$ cat config.mk
export PLATFORM = sky130hd
export DESIGN_NAME = fifo_access_ctrl
export DESIGN_NICKNAME = d
export VERILOG_FILES = /design/src/rtl/fifo_access_ctrl.sv
export SDC_FILE = /design/constraint.sdc
export NUM_CORES = 1
export LEC_CHECK = 0
export ABC_AREA = 1
export CAP_MARGIN = 20
export CORE_UTILIZATION = 47
export DETAILED_ROUTE_END_ITERATION = 8
export PLACE_DENSITY = 0.86
export SLEW_MARGIN = 20
export SYNTH_ARGS = -nofsm -noshare
export SYNTH_HDL_FRONTEND = slang
export SYNTH_SLANG_ARGS = --single-unit
$ cat constraint.sdc
create_clock -name SYSCLK -period 1.37 [get_ports SYSCLK]
set_input_delay 0.137 -clock SYSCLK [delete_from_list [all_inputs] [get_ports SYSCLK]]
set_output_delay 0.137 -clock SYSCLK [all_outputs]
set_load 0.1 [all_outputs]
$ cat src/rtl/fifo_access_ctrl.sv
// fifo_access_ctrl: round-robin write / single-consumer read sequencer for a
// 3-usable-entry shift FIFO; one command at a time, always back through IDLE.
module fifo_access_ctrl #(
    parameter int DW    = 8,
    parameter int CNT_W = 16
) (
    input  logic             SYSCLK,
    input  logic             RST_B,
    input  logic             REQ0,
    input  logic [DW-1:0]    DATA0,
    input  logic             REQ1,
    input  logic [DW-1:0]    DATA1,
    output logic             GNT0,
    output logic             GNT1,
    input  logic             RD_REQ,
    output logic [DW-1:0]    OUT_DATA,
    output logic             OUT_VALID,
    output logic             FIFO_WR_EN,
    output logic             FIFO_RD_EN,
    output logic [DW-1:0]    FIFO_IN,
    input  logic [DW-1:0]    FIFO_OUT,
    input  logic             FIFO_EMPTY,
    input  logic             FIFO_FULL,
    output logic [1:0]       LEVEL,
    output logic             LVL_ERR,
    output logic [CNT_W-1:0] WR_TOTAL,
    output logic [CNT_W-1:0] RD_TOTAL
);

    typedef enum logic [1:0] {IDLE, WR, RD, RD_CAP} state_t;

    state_t state, state_nx;
    logic   rr;
    logic   last_wr;
    logic   wr_ok;
    logic   rd_ok;
    logic   pick1;
    logic   do_wr;
    logic   do_rd;

    assign FIFO_WR_EN = (state == WR);
    assign FIFO_RD_EN = (state == RD);

    always_ff @(posedge SYSCLK or negedge RST_B) begin
        if (!RST_B) state <= IDLE;
        else        state <= state_nx;
    end

    // Decision only in IDLE; a tie between write and read alternates.
    always_comb begin
        state_nx = state;
        do_wr    = 1'b0;
        do_rd    = 1'b0;
        wr_ok    = (REQ0 | REQ1) & ~FIFO_FULL;
        rd_ok    = RD_REQ & ~FIFO_EMPTY;
        pick1    = REQ1 & (~REQ0 | rr);
        unique case (state)
            IDLE: begin
                if (wr_ok && (!rd_ok || !last_wr)) begin
                    do_wr    = 1'b1;
                    state_nx = WR;
                end else if (rd_ok) begin
                    do_rd    = 1'b1;
                    state_nx = RD;
                end
            end
            WR:      state_nx = IDLE;
            RD:      state_nx = RD_CAP;
            RD_CAP:  state_nx = IDLE;
            default: state_nx = IDLE;
        endcase
    end

    always_ff @(posedge SYSCLK or negedge RST_B) begin
        if (!RST_B) begin
            rr        <= 1'b0;
            last_wr   <= 1'b0;
            GNT0      <= 1'b0;
            GNT1      <= 1'b0;
            FIFO_IN   <= '0;
            OUT_DATA  <= '0;
            OUT_VALID <= 1'b0;
            LEVEL     <= 2'd0;
            LVL_ERR   <= 1'b0;
            WR_TOTAL  <= '0;
            RD_TOTAL  <= '0;
        end else begin
            GNT0      <= do_wr & ~pick1;
            GNT1      <= do_wr & pick1;
            OUT_VALID <= (state == RD_CAP);
            if (do_wr) begin
                FIFO_IN <= pick1 ? DATA1 : DATA0;
                rr      <= ~pick1;
                last_wr <= 1'b1;
            end
            if (do_rd) last_wr <= 1'b0;
            if (state == WR) begin
                LEVEL    <= LEVEL + 2'd1;
                WR_TOTAL <= WR_TOTAL + 1'b1;
            end
            // FIFO_OUT is only meaningful in the RD_CAP cycle.
            if (state == RD_CAP) begin
                OUT_DATA <= FIFO_OUT;
                LEVEL    <= LEVEL - 2'd1;
                RD_TOTAL <= RD_TOTAL + 1'b1;
            end
            if (state == IDLE &&
                (((LEVEL == 2'd0) != FIFO_EMPTY) ||
                 ((LEVEL == 2'd3) != FIFO_FULL)))
                LVL_ERR <= 1'b1;
        end
    end

endmodule
Word level (Yosys, flattened, before mapping)

Cells that the tools add are included.
W data, S select, Z words.

Add/subtract/negate cells: 4
Equality and inequality tests: 7
Multiplexer cells: 13
Bitwise logic cells: 11
Reductions and logical operators: 11

Operators with widths:

| operator                | count |
|---|---|
| $add A16 B1 Y16 const B | 2 |
| $mux W2                 | 4 |
| $mux W8                 | 1 |
| $mux W1                 | 7 |
| $eq A2 B2 Y1 const B    | 3 |
| $pmux W2 S3             | 1 |
| $and A1 B1 Y1           | 5 |
| $logic_not A2 Y1        | 2 |
| $not A1 Y1              | 4 |
| $reduce_bool A2 Y1      | 2 |
| $ne A3 B3 Y1 const B    | 1 |
| $add A2 B1 Y2 const B   | 1 |
| $eq A2 B1 Y1 const B    | 1 |
| $logic_and A1 B1 Y1     | 2 |
| $logic_not A1 Y1        | 2 |
| $logic_or A1 B1 Y1      | 2 |
| $ne A1 B1 Y1            | 2 |
| $or A1 B1 Y1            | 2 |
| $reduce_or A2 Y1        | 1 |
| $sub A2 B1 Y2 const B   | 1 |

Register bits after elaboration: 58
Input bits: 31
Logic and storage cells: 58

Depth between registers and ports, before layout

Gate-level depths: netlist of run 1.

Depth in word-level cells: 9
Depth in mapped cells: 9
Gate-level depth less buffers: 9

Worst setup path before layout of run 1

OpenSTA, ideal clock, no wires.

Kind: reg2reg
Start: register state[0]
End: register state[1]
Library setup time: 74 ps
Data arrival time: 2,026 ps
Data required time: 1,296 ps
Setup slack: -730 ps
Cell stages (with the launch flop): 4
Path buffers: 1
Period minus slack after synthesis: 2,100 ps
Path through: dfrtp_1 > buf_4 > nor2_1 > a31o_2

Elaborated cells on any way between the ends: 7
Classes of those cells: eq/ne (4); mux (1); reduce/logical (2)

RTL lines:

| item                   | RTL line | text |
|---|---|---|
| start, declared        | 32       | `state_t state, state_nx;` |
| start signal, assigned | 46       | `else state <= state_nx;` |
| $eq A2 B2 Y1           | -        |  |
| named net FIFO_RD_EN   | 19       | `output logic FIFO_RD_EN,` |
| $pmux W2 S3            | 57       | `unique case (state)` |

The timed path passes the listed nets, and every way through them passes these cells.
A chain may end at the register's enable or synchronous reset.

Worst setup path after layout of run 1

Start: register state[0]
End: register FIFO_IN[4]

Longest elaborated chain between the ends: 2

Ends and longest elaborated chain:

| item                 | RTL line | text |
|---|---|---|
| $logic_not A2 Y1     | 57       |  |
| $mux W1              | 57       |  |
| end signal, assigned | 92       | `FIFO_IN <= pick1 ? DATA1 : DATA0;` |
| end, declared        | 20       | `output logic [DW-1:0] FIFO_IN,` |

No other way between the ends.

==> run metrics, run 1 <==
Max-Cap Viols=0; PnR worst setup slack=-106 ps; CTS H-tree lvls=3; max-slew violations=0; Place WS=-90.1 ps; CP cell instances=buf_6, nor2_2, nand3_2, buf_4, o21ai_0; port bufs=86; critical path's slowest cell=dfrtp_2; wire length per cell=around 18 um; number of library cell types mapped by synthesis=26; Pwr Total=~12 mW; status=complete, but fails checks; worst skew pair latency=350 ps; CP Capture Type=flip-flop; endpoints failing setup=14; main combinational cell family by area after synthesis=simple AND/OR/NAND/NOR gates; min Tclk post-route=between 1000 and 1500 ps; Synth warnings=0; CP Launch Type=flip-flop; effective utilization at floorplan=0.497; clock sinks=58; die outline area=between 6000 and 7000 um2; sequential area share after synthesis=0.518; Synth Instances=344; Setup TNS=-684 ps; Routed WL=about 9.9 mm; Die Span X=a little under 80 um; CP max stage delay=430 ps; slew of the pin with the lowest slew margin=approximately 560 ps; overall routing resource usage=0.267; commonest non-fill, non-tap cells in the layout=nand2_1 (113), buf_12 (58), inv_1 (46); dpl cells=509; Pwr Density=2400 nW/um2; ANT nets after route=0; Initial DRT Pass Iterations=5; Synth Area in XOR/XNOR=0.0750; clock root buffer=clkbuf_8; vias per inst=around 5.6; average instance area after synthesis=about 8 um2; RSZ-0062 raised after global routing=true; HP Class=input pin to async pin; Max Clock Freq=slightly below 0.7 GHz; final hold viol count=0; Reg-to-Reg End=FIFO_IN[4]; Final Cycle Share=1.08; DR DRC count=0; Worst R2R Start=state[0]; synthesized area=2800 um2; kind of critical path=flip-flop to flip-flop; Crit Path Max Fanout=7; post-route cell area=between 4000 and 5000 um2; Clock Skew=7.07 ps; mux share of post-synthesis cell area=0; CP top delay family=flip-flops; Slew Limit Headroom=0.629; Register Area=1540 um2; arrival time worst endpoint=1710 ps; share of layout cells above drive strength 1=0.360; commonest non-fill, non-tap cell in the layout=nand2_1; TritonCTS Buffers=9; worst reg2reg path depth=5; CP bufs+invs=2; vias=2,999; area delta synth->final=77.5%; 1st-iter DRT viols=310; Crit path required time=around 1600 ps; initial antenna violation count=0; Yosys reg bits=58; Remaining Overflow, GRT=0; Syn Nets=377; CTS tree=done; num ports=87; first-pass GRT wire length=12.4 mm; clk buf depth=2; maximum vdd drop=0.00249 V; GPL Wtd Cong=between 0.8 and 0.9; placed cell area=4530 um2; clock slew at reported path FFs=~70 ps; failing checks=setup timing; Core Footprint=5640 um2; leakage=2.38 nW; Rows=27; largest net degree at the start of global routing=36; Simple-Gate Fraction of Synth Area=0.296; fillers=224; Synth Area in Compound Gates=0.0272; r2r setup slk=-110 ps; die span in y=79.2 um; hpwl dp=between 5 and 6 mm; diode count=0; vias in the first global route=2,782; non-filler cells, final=around 540; area of the multi-input gates=between 1000 and 1500 um2; Layout Nets=495; adder-cell share of the synthesized area=0.00892
## flip-flops by register name, summed over array words and instances (netlist names)
signal / cells
OUT_VALID: 1
last_wr: 1
FIFO_IN: 8
WR_TOTAL: 16
OUT_DATA: 8
GNT0: 1
rr: 1
LVL_ERR: 1
state: 2
LEVEL: 2
GNT1: 1
RD_TOTAL: 16
## synthesized netlist by cell type
library cell	instances	area share
nand2_1	119	0.16
dfrtp_1	58	0.52
inv_1	46	0.062
nor2_1	31	0.041
nand3_1	18	0.032
xor2_1	17	0.053
o21ai_0	10	0.018
nand4_1	9	0.020
xnor2_1	7	0.022
nor2_2	4	0.0089
buf_2	3	0.0054
nand2_2	3	0.0067
a21oi_1	2	0.0036
ha_1	2	0.0089
inv_2	2	0.0027
nor2_4	2	0.0080
nor3_1	2	0.0036
a31o_2	1	0.0031
buf_4	1	0.0027
clkbuf_1	1	0.0013
clkinv_1	1	0.0013
nand2_4	1	0.0040
nand3_2	1	0.0036
nand3b_1	1	0.0027
nor3_4	1	0.0058
o211ai_1	1	0.0027
## repair_timing
action	4_1_cts	5_1_grt
endpoints found under the hold margin	21	0
pin swaps	2	13
hold buffers	1	0
endpoints found under the setup margin	4	36
buffers inserted	11	2
gates resized for setup	3	28
## routing by layer
layer | vias up | global-route usage | share of wire | routed length [um]
met1 | 1404 | 0.281 | 0.33 | 3220
met5 | - | 0 | 0 | 0
met2 | 234 | 0.481 | 0.53 | 5210
li1 | 1293 | - | - | -
met3 | 68 | 0.0701 | 0.094 | 928
met4 | 0 | 0.145 | 0.052 | 508
## worst max-delay path by stage
stage                            from      endpoint  slack (ps)  cells past startpoint
after global placement           REQ1    FIFO_IN[0]          30                      7
final                        state[0]    FIFO_IN[4]        -110                      5
after CTS                    state[0]    FIFO_IN[2]         -30                      5
after floorplan           WR_TOTAL[1]   WR_TOTAL[8]         -80                      6
after global routing         state[1]  RD_TOTAL[12]        -150                      7
after detailed placement         REQ1    FIFO_IN[2]         -90                      6
## report_power, final
group	total, mW	internal, mW	leakage, nW	switching (mW)
registers	2.97	2.27	0.700	0.703
logic	7.15	2.50	1.56	4.65
clock network	1.80	1.06	0.116	0.743
## cells by family after synthesis
| kind of cell | count (synthesis) |
|---|---|
| fa+ha+maj | 2 |
| flops | 58 |
| compound gates | 14 |
| buf+inv | 54 |
| xor+xnor | 24 |
| simple gates | 192 |
## through the flow
| stage | utilization | hold WS, ps |
|---|---|---|
| after global routing | 0.882 | 339 |
| after global placement | 0.802 | 138 |
| after floorplan | - | -159 |
| final | 0.882 | 305 |
| after CTS | 0.862 | 317 |
| after detailed placement | 0.802 | 148 |
## final cells by class
| type | count | area share |
|---|---|---|
| repair buffers | 112 | 0.330 |
| multi-input cells | 232 | 0.260 |
| well taps | 72 | 0.0181 |
| clock inverters | 6 | 0.0161 |
| flip-flops and latches | 58 | 0.309 |
| inverters | 49 | 0.0392 |
| clock buffers | 10 | 0.0277 |
No activity file was read; power rests on OpenSTA's default activity.
==> run 2, diff against run 1 <==
--- a/config.mk
+++ b/config.mk
@@ -5,11 +5,10 @@
 export SDC_FILE = /design/constraint.sdc
 export NUM_CORES = 1
 export LEC_CHECK = 0
-export ABC_AREA = 1
 export CAP_MARGIN = 20
-export CORE_UTILIZATION = 47
+export CORE_UTILIZATION = 45
 export DETAILED_ROUTE_END_ITERATION = 8
-export PLACE_DENSITY = 0.86
+export PLACE_DENSITY = 0.85
 export SLEW_MARGIN = 20
 export SYNTH_ARGS = -nofsm -noshare
 export SYNTH_HDL_FRONTEND = slang
==> run metrics, run 2 <==
status=complete, but fails checks (unchanged); failing checks=setup timing (unchanged); vias per inst=5.40 (was 5.56); Pwr Density=2490 nW/um2 (was 2400 nW/um2); Register Area=1550 um2 (was 1540 um2); clock slew at reported path FFs=70 ps (about the same); fillers=180 (was 224); area of the multi-input gates=1150 um2 (was 1290 um2); CP Capture Type=flip-flop (unchanged); overall routing resource usage=0.243 (was 0.267); most common cell in the netlist=dfrtp_1 (was nand2_1); number of library cell types mapped by synthesis=31 (was 26); Max-Cap Viols=0 (unchanged); ANT nets after route=0 (unchanged); biggest registers after layout=RD_TOTAL (16), WR_TOTAL (16) (unchanged); arrival time worst endpoint=1840 ps (was 1710 ps); non-filler cells, final=414 (was 539); maximum vdd drop=0.00209 V (was 0.00249 V); top routing layer used=met4 (unchanged); CTS H-tree lvls=3 (unchanged); CTS tree=done (unchanged); Layout Nets=372 (was 495); commonest non-fill, non-tap cell in the layout=buf_12 (was nand2_1); CP Launch Type=flip-flop (unchanged); dpl cells=387 (was 509); diode count=0 (unchanged); Final Cycle Share=1.16 (was 1.08); Max Clock Freq=0.628 GHz (was 0.678 GHz); sequential area share after synthesis=0.582 (was 0.518); P_sw=5.91 mW (was 6.09 mW); die outline area=5840 um2 (was 6280 um2); kind of critical path=flip-flop to flip-flop (unchanged); Yosys reg bits=58 (unchanged); Gate power share=0.618 (was 0.600); leakage=2.03 nW (was 2.38 nW); Yosys top cell by area=dfrtp_1 (unchanged); RSZ-0062 raised after global routing=true (unchanged); final hold viol count=0 (unchanged); Synth warnings=0 (unchanged); Syn Nets=245 (was 377); Internal=5.83 mW (about the same); Place WS=-283 ps (was -90.1 ps); GPL Wtd Cong=0.796 (was 0.813); Slew Limit Headroom=0.730 (was 0.629); Routed WL=8.51 mm (was 9.86 mm); Setup TNS=-2160 ps (was -684 ps); initial antenna violation count=0 (unchanged); DR DRC count=0 (unchanged); vias in the first global route=2,171 (was 2,782); 1st-iter DRT viols=82 (was 310); dominant cells by area after synthesis=dfrtp_1 (58%), xnor2_1 (7.7%), mux2_2 (4.5%), xor2_1 (4.2%), mux2i_1 (3.2%) (was dfrtp_1 (52%), nand2_1 (16%), inv_1 (6.2%), xor2_1 (5.3%), nor2_1 (4.1%)); r2r setup slk=-220 ps (was -110 ps); slew of the pin with the lowest slew margin=406 ps (was 556 ps); FFs w/ async S/R, synth=1.00 (unchanged); Crit path required time=1610 ps (about the same); clock sinks=58 (unchanged); TritonCTS Buffers=9 (unchanged); ys flop type=dfrtp_1 (unchanged); HP Class=input pin to async pin (unchanged); min Tclk post-route=1590 ps (was 1480 ps); sequential fraction of design power=0.254 (was 0.249); area delta synth->final=89.4% (was 77.5%); vias=2,234 (was 2,999); commonest non-fill, non-tap cells in the layout=buf_12 (58), clkdlybuf4s50_1 (29), buf_4 (26) (was nand2_1 (113), buf_12 (58), inv_1 (46)); worst reg2reg path depth=5 (unchanged); largest net degree at the start of global routing=32 (was 36); Net Sw Frac=0.503 (was 0.511); Initial DRT Pass Iterations=4 (was 5); Remaining Overflow, GRT=0 (unchanged); clk buf depth=2 (unchanged); post-synth top area share=0.582 (was 0.518); PnR worst setup slack=-221 ps (was -106 ps); endpoints failing setup=25 (was 14); Rows=26 (was 27); number of flops mapped to enable cells by yosys=0 (unchanged); hpwl dp=4.77 mm (was 5.25 mm); Core Footprint=5200 um2 (was 5640 um2); first-pass GRT wire length=10.8 mm (was 12.4 mm); worst skew pair latency=340 ps (was 350 ps); Clock Skew=9.36 ps (was 7.07 ps); wire length on met3=409 um (was 928 um); port bufs=86 (unchanged); met1 WL=3.06 mm (was 3.22 mm); clock network power share=0.128 (was 0.151); die span in y=76.4 um (was 79.2 um); share of layout cells above drive strength 1=0.517 (was 0.360); synthesized area=2490 um2 (was 2800 um2); Die Span X=76.4 um (was 79.2 um); clock root buffer=clkbuf_8 (unchanged); wire length per cell=20.6 um (was 18.3 um); num ports=87 (unchanged); effective utilization at floorplan=0.479 (was 0.497); wire length on met2=4.74 mm (was 5.21 mm); Synth Instances=212 (was 344); max-slew violations=0 (unchanged); commonest cells in the synthesized netlist=dfrtp_1 (58), xnor2_1 (22), nor2_1 (21) (was nand2_1 (119), dfrtp_1 (58), inv_1 (46)); Crit Path Max Fanout=17 (was 7); average instance area after synthesis=11.8 um2 (was 8.15 um2)
==> run 2: changes by cell type after synthesis, moves of 10 or more <==
cell	previous run	this run
nor2_1	31	21
mux2_2	0	10
xnor2_1	7	22
nand2_1	119	12
inv_1	46	7
==> run 2: power groups by stage <==
stage	sequential, mW	combinational, mW	clock [mW]
floorplan	5.76	1.31	0
finish	2.98	7.25	1.51
CTS	2.95	6.92	1.46
detailed placement	2.95	6.88	0
global route	3.03	7.43	1.59
global placement	2.92	6.73	0
==> run 2: timing repair <==
item                                    CTS  global route
endpoints found under the setup margin   19            41
endpoints found under the hold margin    58             0
buffers inserted                          3             7
hold buffers                              1             0
pin swaps                                 5            12
resized for setup                         3            23
==> run 2: layout make-up <==
cell class,instances,share of cell area
repair buffers,120,0.364
flip-flops and latches,58,0.327
multi-input cells,142,0.244
clock buffers,14,0.0366
well taps,70,0.0186
inverters,8,0.00689
clock inverters,2,0.00212
==> run 2: worst paths after layout <==
path / startpoint / to
min in group SYSCLK: FIFO_OUT[3] / OUT_DATA[3]
max in group asynchronous: RST_B / RD_TOTAL[5]
worst max-delay path: state[1] / FIFO_IN[7]
worst min register to register: WR_TOTAL[12] / WR_TOTAL[12]
worst max register to register: state[1] / FIFO_IN[7]
worst min-delay path: RST_B / RD_TOTAL[9]
==> run 2: per-stage QoR <==
stage	utilization	hold WS, ps	power [mW]	area [um2]
final	0.907	354	11.7	4720
after detailed placement	0.833	181	9.83	4330
after global placement	0.833	163	9.65	4330
after global routing	0.907	398	12.0	4720
after CTS	0.877	365	11.3	4560
after floorplan	-	-159	7.07	2690
==> run 2: worst max-delay path, stage by stage (launching register included) <==
cell and delay [ps]:
dfrtp_2 460, or2_4 300, a2111oi_4 280, buf_12 200, nor2_1 70, a21oi_1 190
==> run 2: kinds of logic after synthesis <==
kind of cell / after synthesis / synth area share
and+or+nand+nor: 72 / 0.143
DFF: 58 / 0.582
xor gates and xnor gates: 34 / 0.119
muxes: 18 / 0.0773
AOI/OAI and AO/OA: 16 / 0.0437
buffers and inverters: 12 / 0.0246
adders and majority gates: 2 / 0.0100
==> run 2: per-layer routing <==
metal / vias up / global-route usage
li1: 969 / -
met3: 27 / 0.0551
met5: - / 0
met2: 111 / 0.437
met4: 0 / 0.106
met1: 1127 / 0.273
